[config.mk]
export PLATFORM = sky130hd
export DESIGN_NAME = pipe_stage_elastic
export DESIGN_NICKNAME = d
export VERILOG_FILES = /design/src/rtl/cpu_types_pkg.sv /design/src/rtl/pipe_slot.sv /design/src/rtl/pipe_stage_elastic.sv
export SDC_FILE = /design/constraint.sdc
export NUM_CORES = 1
export LEC_CHECK = 0
export BUFFER_PORTS_ARGS = -buffer_cell sky130_fd_sc_hd__buf_2
export CAP_MARGIN = 20
export CORE_ASPECT_RATIO = 0.75
export CORE_UTILIZATION = 50
export CTS_BUF_LIST = sky130_fd_sc_hd__clkbuf_8 sky130_fd_sc_hd__clkbuf_16
export CTS_CLUSTER_DIAMETER = 100
export CTS_CLUSTER_SIZE = 28
export DETAILED_ROUTE_END_ITERATION = 8
export GPL_ROUTABILITY_DRIVEN = 0
export PLACE_DENSITY = 0.84
export SKIP_LAST_GASP = 1
export SYNTH_ARGS = -nofsm -noshare
export SYNTH_HDL_FRONTEND = slang
export SYNTH_SLANG_ARGS = --single-unit
[constraint.sdc]
create_clock -name CLK -period 11.15 [get_ports CLK]
set_input_delay 1.115 -clock CLK [delete_from_list [all_inputs] [get_ports CLK]]
set_output_delay 1.115 -clock CLK [all_outputs]
set_load 0.005 [all_outputs]
[src/rtl/cpu_types_pkg.sv]
// cpu_types_pkg: shared datapath types, including the elastic pipe stage state and per-stage payloads
package cpu_types_pkg;

    typedef enum logic [1:0] {
        EMPTY = 2'd0,
        ONE   = 2'd1,
        TWO   = 2'd2
    } pipe_state_t;

    localparam int PIPE_OCC_W = 2;

    typedef struct packed {
        logic [31:0] pc;
        logic [31:0] aluResult;
        logic [31:0] storeData;
        logic [4:0]  destReg;
        logic        regWrite;
        logic        memRead;
        logic        memWrite;
    } ex_mem_t;

endpackage

[src/rtl/pipe_slot.sv]
// pipe_slot: payload-plus-halt register with load enable and asynchronous clear
module pipe_slot #(
    parameter int W = 129
) (
    input  logic         clk,
    input  logic         rst,
    input  logic         load,
    input  logic [W-1:0] d,
    output logic [W-1:0] q
);

    always_ff @(posedge clk or posedge rst)
        if (rst) q <= '0;
        else if (load) q <= d;

endmodule

[src/rtl/pipe_stage_elastic.sv]
// pipe_stage_elastic: valid/ready pipeline stage register with optional skid entry,
// synchronous flush and sticky halt tracking
module pipe_stage_elastic
    import cpu_types_pkg::*;
#(
    parameter int DATA_W = 128,
    parameter bit SKID   = 1
) (
    input  logic                  CLK,
    input  logic                  RST,
    input  logic                  in_valid,
    output logic                  in_ready,
    input  logic [DATA_W-1:0]     in_data,
    input  logic                  in_halt,
    input  logic                  flush,
    output logic                  out_valid,
    input  logic                  out_ready,
    output logic [DATA_W-1:0]     out_data,
    output logic                  out_halt,
    output logic                  halted,
    output logic [PIPE_OCC_W-1:0] occupancy
);

    localparam int W = DATA_W + 1;

    pipe_state_t state, nextState;
    logic [W-1:0] mainQ, skidQ, mainD;
    logic mainLoad, skidLoad, accept, take;

    assign in_ready  = (SKID ? state != TWO : (state == EMPTY || out_ready)) && !halted;
    assign out_valid = state != EMPTY;
    assign {out_halt, out_data} = mainQ;
    assign occupancy = state;
    assign accept    = in_valid && in_ready;
    assign take      = out_valid && out_ready;

    always_comb begin
        nextState = state;
        mainLoad  = 1'b0;
        skidLoad  = 1'b0;
        mainD     = {in_halt, in_data};
        case (state)
            EMPTY: if (accept) begin
                nextState = ONE;
                mainLoad  = 1'b1;
            end
            ONE: begin
                if (accept && take) mainLoad = 1'b1;
                else if (accept && SKID) begin
                    nextState = TWO;
                    skidLoad  = 1'b1;
                end
                else if (take) nextState = EMPTY;
            end
            TWO: if (take) begin
                nextState = ONE;
                mainLoad  = 1'b1;
                mainD     = skidQ;
            end
            default: nextState = EMPTY;
        endcase
        // flush squashes held beats and anything arriving; slot contents are left untouched
        if (flush) begin
            nextState = EMPTY;
            mainLoad  = 1'b0;
            skidLoad  = 1'b0;
        end
    end

    always_ff @(posedge CLK or posedge RST)
        if (RST) state <= EMPTY;
        else state <= nextState;

    always_ff @(posedge CLK or posedge RST)
        if (RST) halted <= 1'b0;
        else if (take && out_halt) halted <= 1'b1;

    pipe_slot #(.W(W)) mainSlot (
        .clk (CLK),
        .rst (RST),
        .load(mainLoad),
        .d   (mainD),
        .q   (mainQ)
    );

    if (SKID) begin : g_skid
        pipe_slot #(.W(W)) skidSlot (
            .clk (CLK),
            .rst (RST),
            .load(skidLoad),
            .d   ({in_halt, in_data}),
            .q   (skidQ)
        );
    end else begin : g_noskid
        assign skidQ = '0;
    end

endmodule

==> metrics.md <==
| Metric | Value |
|---|---|
| Hold Fails Final Rpt | 0 |
| Area delta synth->final | 17.0% |
| Most frequent CP cell | buf_4 |
| Post-synth top area share | 60.9% |
| Largest net degree at the start of global routing | roughly 260 |
| Core ar. | 20600 µm² |
| Die Ht | about 130 µm |
| Ys Warns | 0 |
| Ys flop type | dfrtp_1 |
| Critical path capture point type | flop |
| Share of layout cells above drive strength 1 | 35.1% |
| Via total after detailed routing | 8050 |
| Hold_buf cts | 0 |
| Clock latency at the later pin of the worst-skew pair | between 0.4 and 0.5 ns |
| Via-to-Cell Ratio | 5.38 |
| Post-synth top cells | dfrtp_1 (261), nand2_1 (259), nor2_1 (131) |
| CTS Buf Count | 13 |
| Synthesized area per cell | 10.8 µm² |
| # IOs | 268 |
| Cts repair resizes | 0 |
| Placed cells | 1481 |
| Min-Delay Path Depth | 1 |
| Crit path launch | in_valid |
| Synth cell types | 23 |
| Status | finished clean |
| Starting density of the core | between 50% and 60% |
| Pwr/cell area | 229 nW/µm² |
| Cells along the critical path | buf_2 > nor2b_1 > nand4b_1 > buf_4 > buf_4 > mux2_2 |
| Sequential share of the synthesized area | around three fifths |
| Most frequent cell after synthesis | dfrtp_1 |
| Inserted Diodes | 0 |
| Overflow after GRT | 0 |
| Reg clk slew, reported paths | 0.10 ns |
| Number of synthesized flops with an enable pin | 0 |
| Async S/R FF share, synth | 100% |
| Setup ws final | between 8 and 9 ns |
| Worst Setup EP | g_skid.skidSlot.q[24]$_DFFE_PP0P_ |
| Max-slew violations | 0 |
| Maximum clock path buffer count | 3 |
| Cell Rows | 45 |
| WL per Instance | 16.0 µm |
| Reg2reg setup slack | 8.42 ns |
| Min Tclk post-route | about 3.1 ns |
| Worst vdd ir | roughly 0.15 mV |
| CTS tree | yes |
| RSZ-0062 raised after global routing | false |
| Setup bufs post-CTS | 0 |
| Non-filler cells, final | 1497 |
| First-pass GRT wire length | around 38 mm |
| Dpl hpwl | 15.6 mm |
| Worst-path maximum fanout | roughly 80 |
| Final period util | 27.6% |
| CP peak stage delay | slightly above 0.8 ns |
| Worst min-delay path category | flop to flop |
| H-tree depth | 1 |
| Die X | 171 µm |
| R2r startpoint | occupancy[1]$_DFFE_PP0P_ |
| Final net count | around 1300 |
| Static Leak | 6.09 nW |
| Cell Area, Synth | around 11000 µm² |
| ANT nets after route | 0 |
| CP top delay family | buffers and inverters |
| CP required | 11.52 ns |
| FMAX | 0.325 GHz |
| Worst Path Arrival | roughly 3.5 ns |
| Total negative slack | 0 ns |
| Clock Tree Root | clkbuf_16 |
| Vias in the first global route | 7711 |
| CTS Sinks | 261 |
| DRT Pass-1 Iters | 5 |
| Max-cap violation count | 0 |
| Post-synthesis cell type with the largest combined area | dfrtp_1 |
| DR iter-0 viols | 547 |
| Syn_nets | 1128 |
| Pre-CTS WS | ~7.6 ns |
| Least-Margin Pin Slew | 1.10 ns |
| Relative slew slack | between 20 and 30% |
| PortBufs | approximately 270 |
| Die ar. | 22000 µm² |
| WL final | 23.9 mm |
| CP Class | input port to flop |
| Initial antenna violation count | 0 |
| Critical path depth | 6 |
| CP Buf/Inv Count | 3 |
| GRT Util Overall | 21.5% |
| Reg-to-Reg End | g_skid.skidSlot.q[24]$_DFFE_PP0P_ |
| DRC | 0 |
| Slowest stage cell, crit path | buf_4 |
| Yosys reg bits | 261 |
| Reg2Reg Depth | 4 |
| Area contributors post-synth | dfrtp_1 (61%), mux2_2 (14%), nand2_1 (9.1%) |
| Setup crit start kind | input port |
| Final Skew | between 0.02 and 0.03 ns |
| Setup Viol. Count Final | 0 |
| Synth Instances | a little under 1000 |
## registers in the layout, indices dropped and copies added, names as in the netlist
register and cells:
g_skid.skidSlot.q 129, mainSlot.q 129, occupancy 2, halted 1
## metal layers
layer | vias up | wire length, µm | global-route usage (%)
li1 | 3798 | - | -
met2 | 246 | 11600 | 37.6
met5 | - | 0 | 0
met4 | 0 | 651 | 6.36
met1 | 3959 | 10200 | 27.1
met3 | 47 | 1460 | 4.46
## final cells by class
| cell class | count | area [µm²] |
|---|---|---|
| inverters | 1 | 11.3 |
| clock inverters | 2 | 28.8 |
| clock buffers | 13 | 325 |
| multi-input cells | 662 | 3850 |
| flip-flops and latches | 261 | 6530 |
| repair buffers | 276 | 1440 |
| well taps | 282 | 353 |
| fillers | 1761 | 8070 |
## worst register-to-register path, cell delays in order (launching register included)
cell and delay (ns):
dfrtp_1 0.47, nand4b_1 0.15, buf_4 0.83, buf_4 0.73
mux2_2 0.43
## cells in the final DEF, fill, tap and decap left out, types with 2 or more instances in the layout
master / count
clkbuf_16: 13
buf_4: 7
a31oi_1: 130
nor2_1: 131
nor2b_1: 2
nand2_1: 259
dfrtp_1: 261
mux2_2: 129
buf_2: 267
## power by group
| group | internal [mW] | total [mW] | leakage, nW | switching (mW) |
|---|---|---|---|---|
| Sequential | 1.34 | 1.55 | 3.15 | 0.209 |
| Combinational | 0.435 | 0.812 | 2.76 | 0.377 |
| Clock | 0.218 | 0.511 | 0.175 | 0.293 |
| Total | 1.99 | 2.87 | 6.09 | 0.878 |
## how the worst min path moves through the flow
stage / from / end
floorplan: g_skid.skidSlot.q[108]$_DFFE_PP0P_ / g_skid.skidSlot.q[108]$_DFFE_PP0P_
global placement: g_skid.skidSlot.q[77]$_DFFE_PP0P_ / g_skid.skidSlot.q[77]$_DFFE_PP0P_
detailed placement: g_skid.skidSlot.q[59]$_DFFE_PP0P_ / g_skid.skidSlot.q[59]$_DFFE_PP0P_
CTS: g_skid.skidSlot.q[59]$_DFFE_PP0P_ / g_skid.skidSlot.q[59]$_DFFE_PP0P_
global route: g_skid.skidSlot.q[107]$_DFFE_PP0P_ / g_skid.skidSlot.q[107]$_DFFE_PP0P_
finish: g_skid.skidSlot.q[123]$_DFFE_PP0P_ / g_skid.skidSlot.q[123]$_DFFE_PP0P_
## logic make-up after synthesis
| logic type | count (synthesis) | share of synthesized area, % |
|---|---|---|
| simple gates | 399 | 14.3 |
| compound gates | 134 | 7.95 |
| mux | 129 | 13.6 |
| flops | 261 | 60.9 |
| buf+inv | 71 | 3.24 |
## through the flow
stage | power (mW) | hold WS, ns | utilization [%] | instance area, µm²
after floorplan | 2.00 | 0.479 | - | 10700
after global placement | 2.32 | 0.486 | 59.0 | 12200
after detailed placement | 2.38 | 0.492 | 59.0 | 12200
after CTS | 2.89 | 0.516 | 60.7 | 12500
after global routing | 3.07 | 0.528 | 60.8 | 12500
final | 2.87 | 0.515 | 60.8 | 12500
Power figures use the tool's default switching activity.
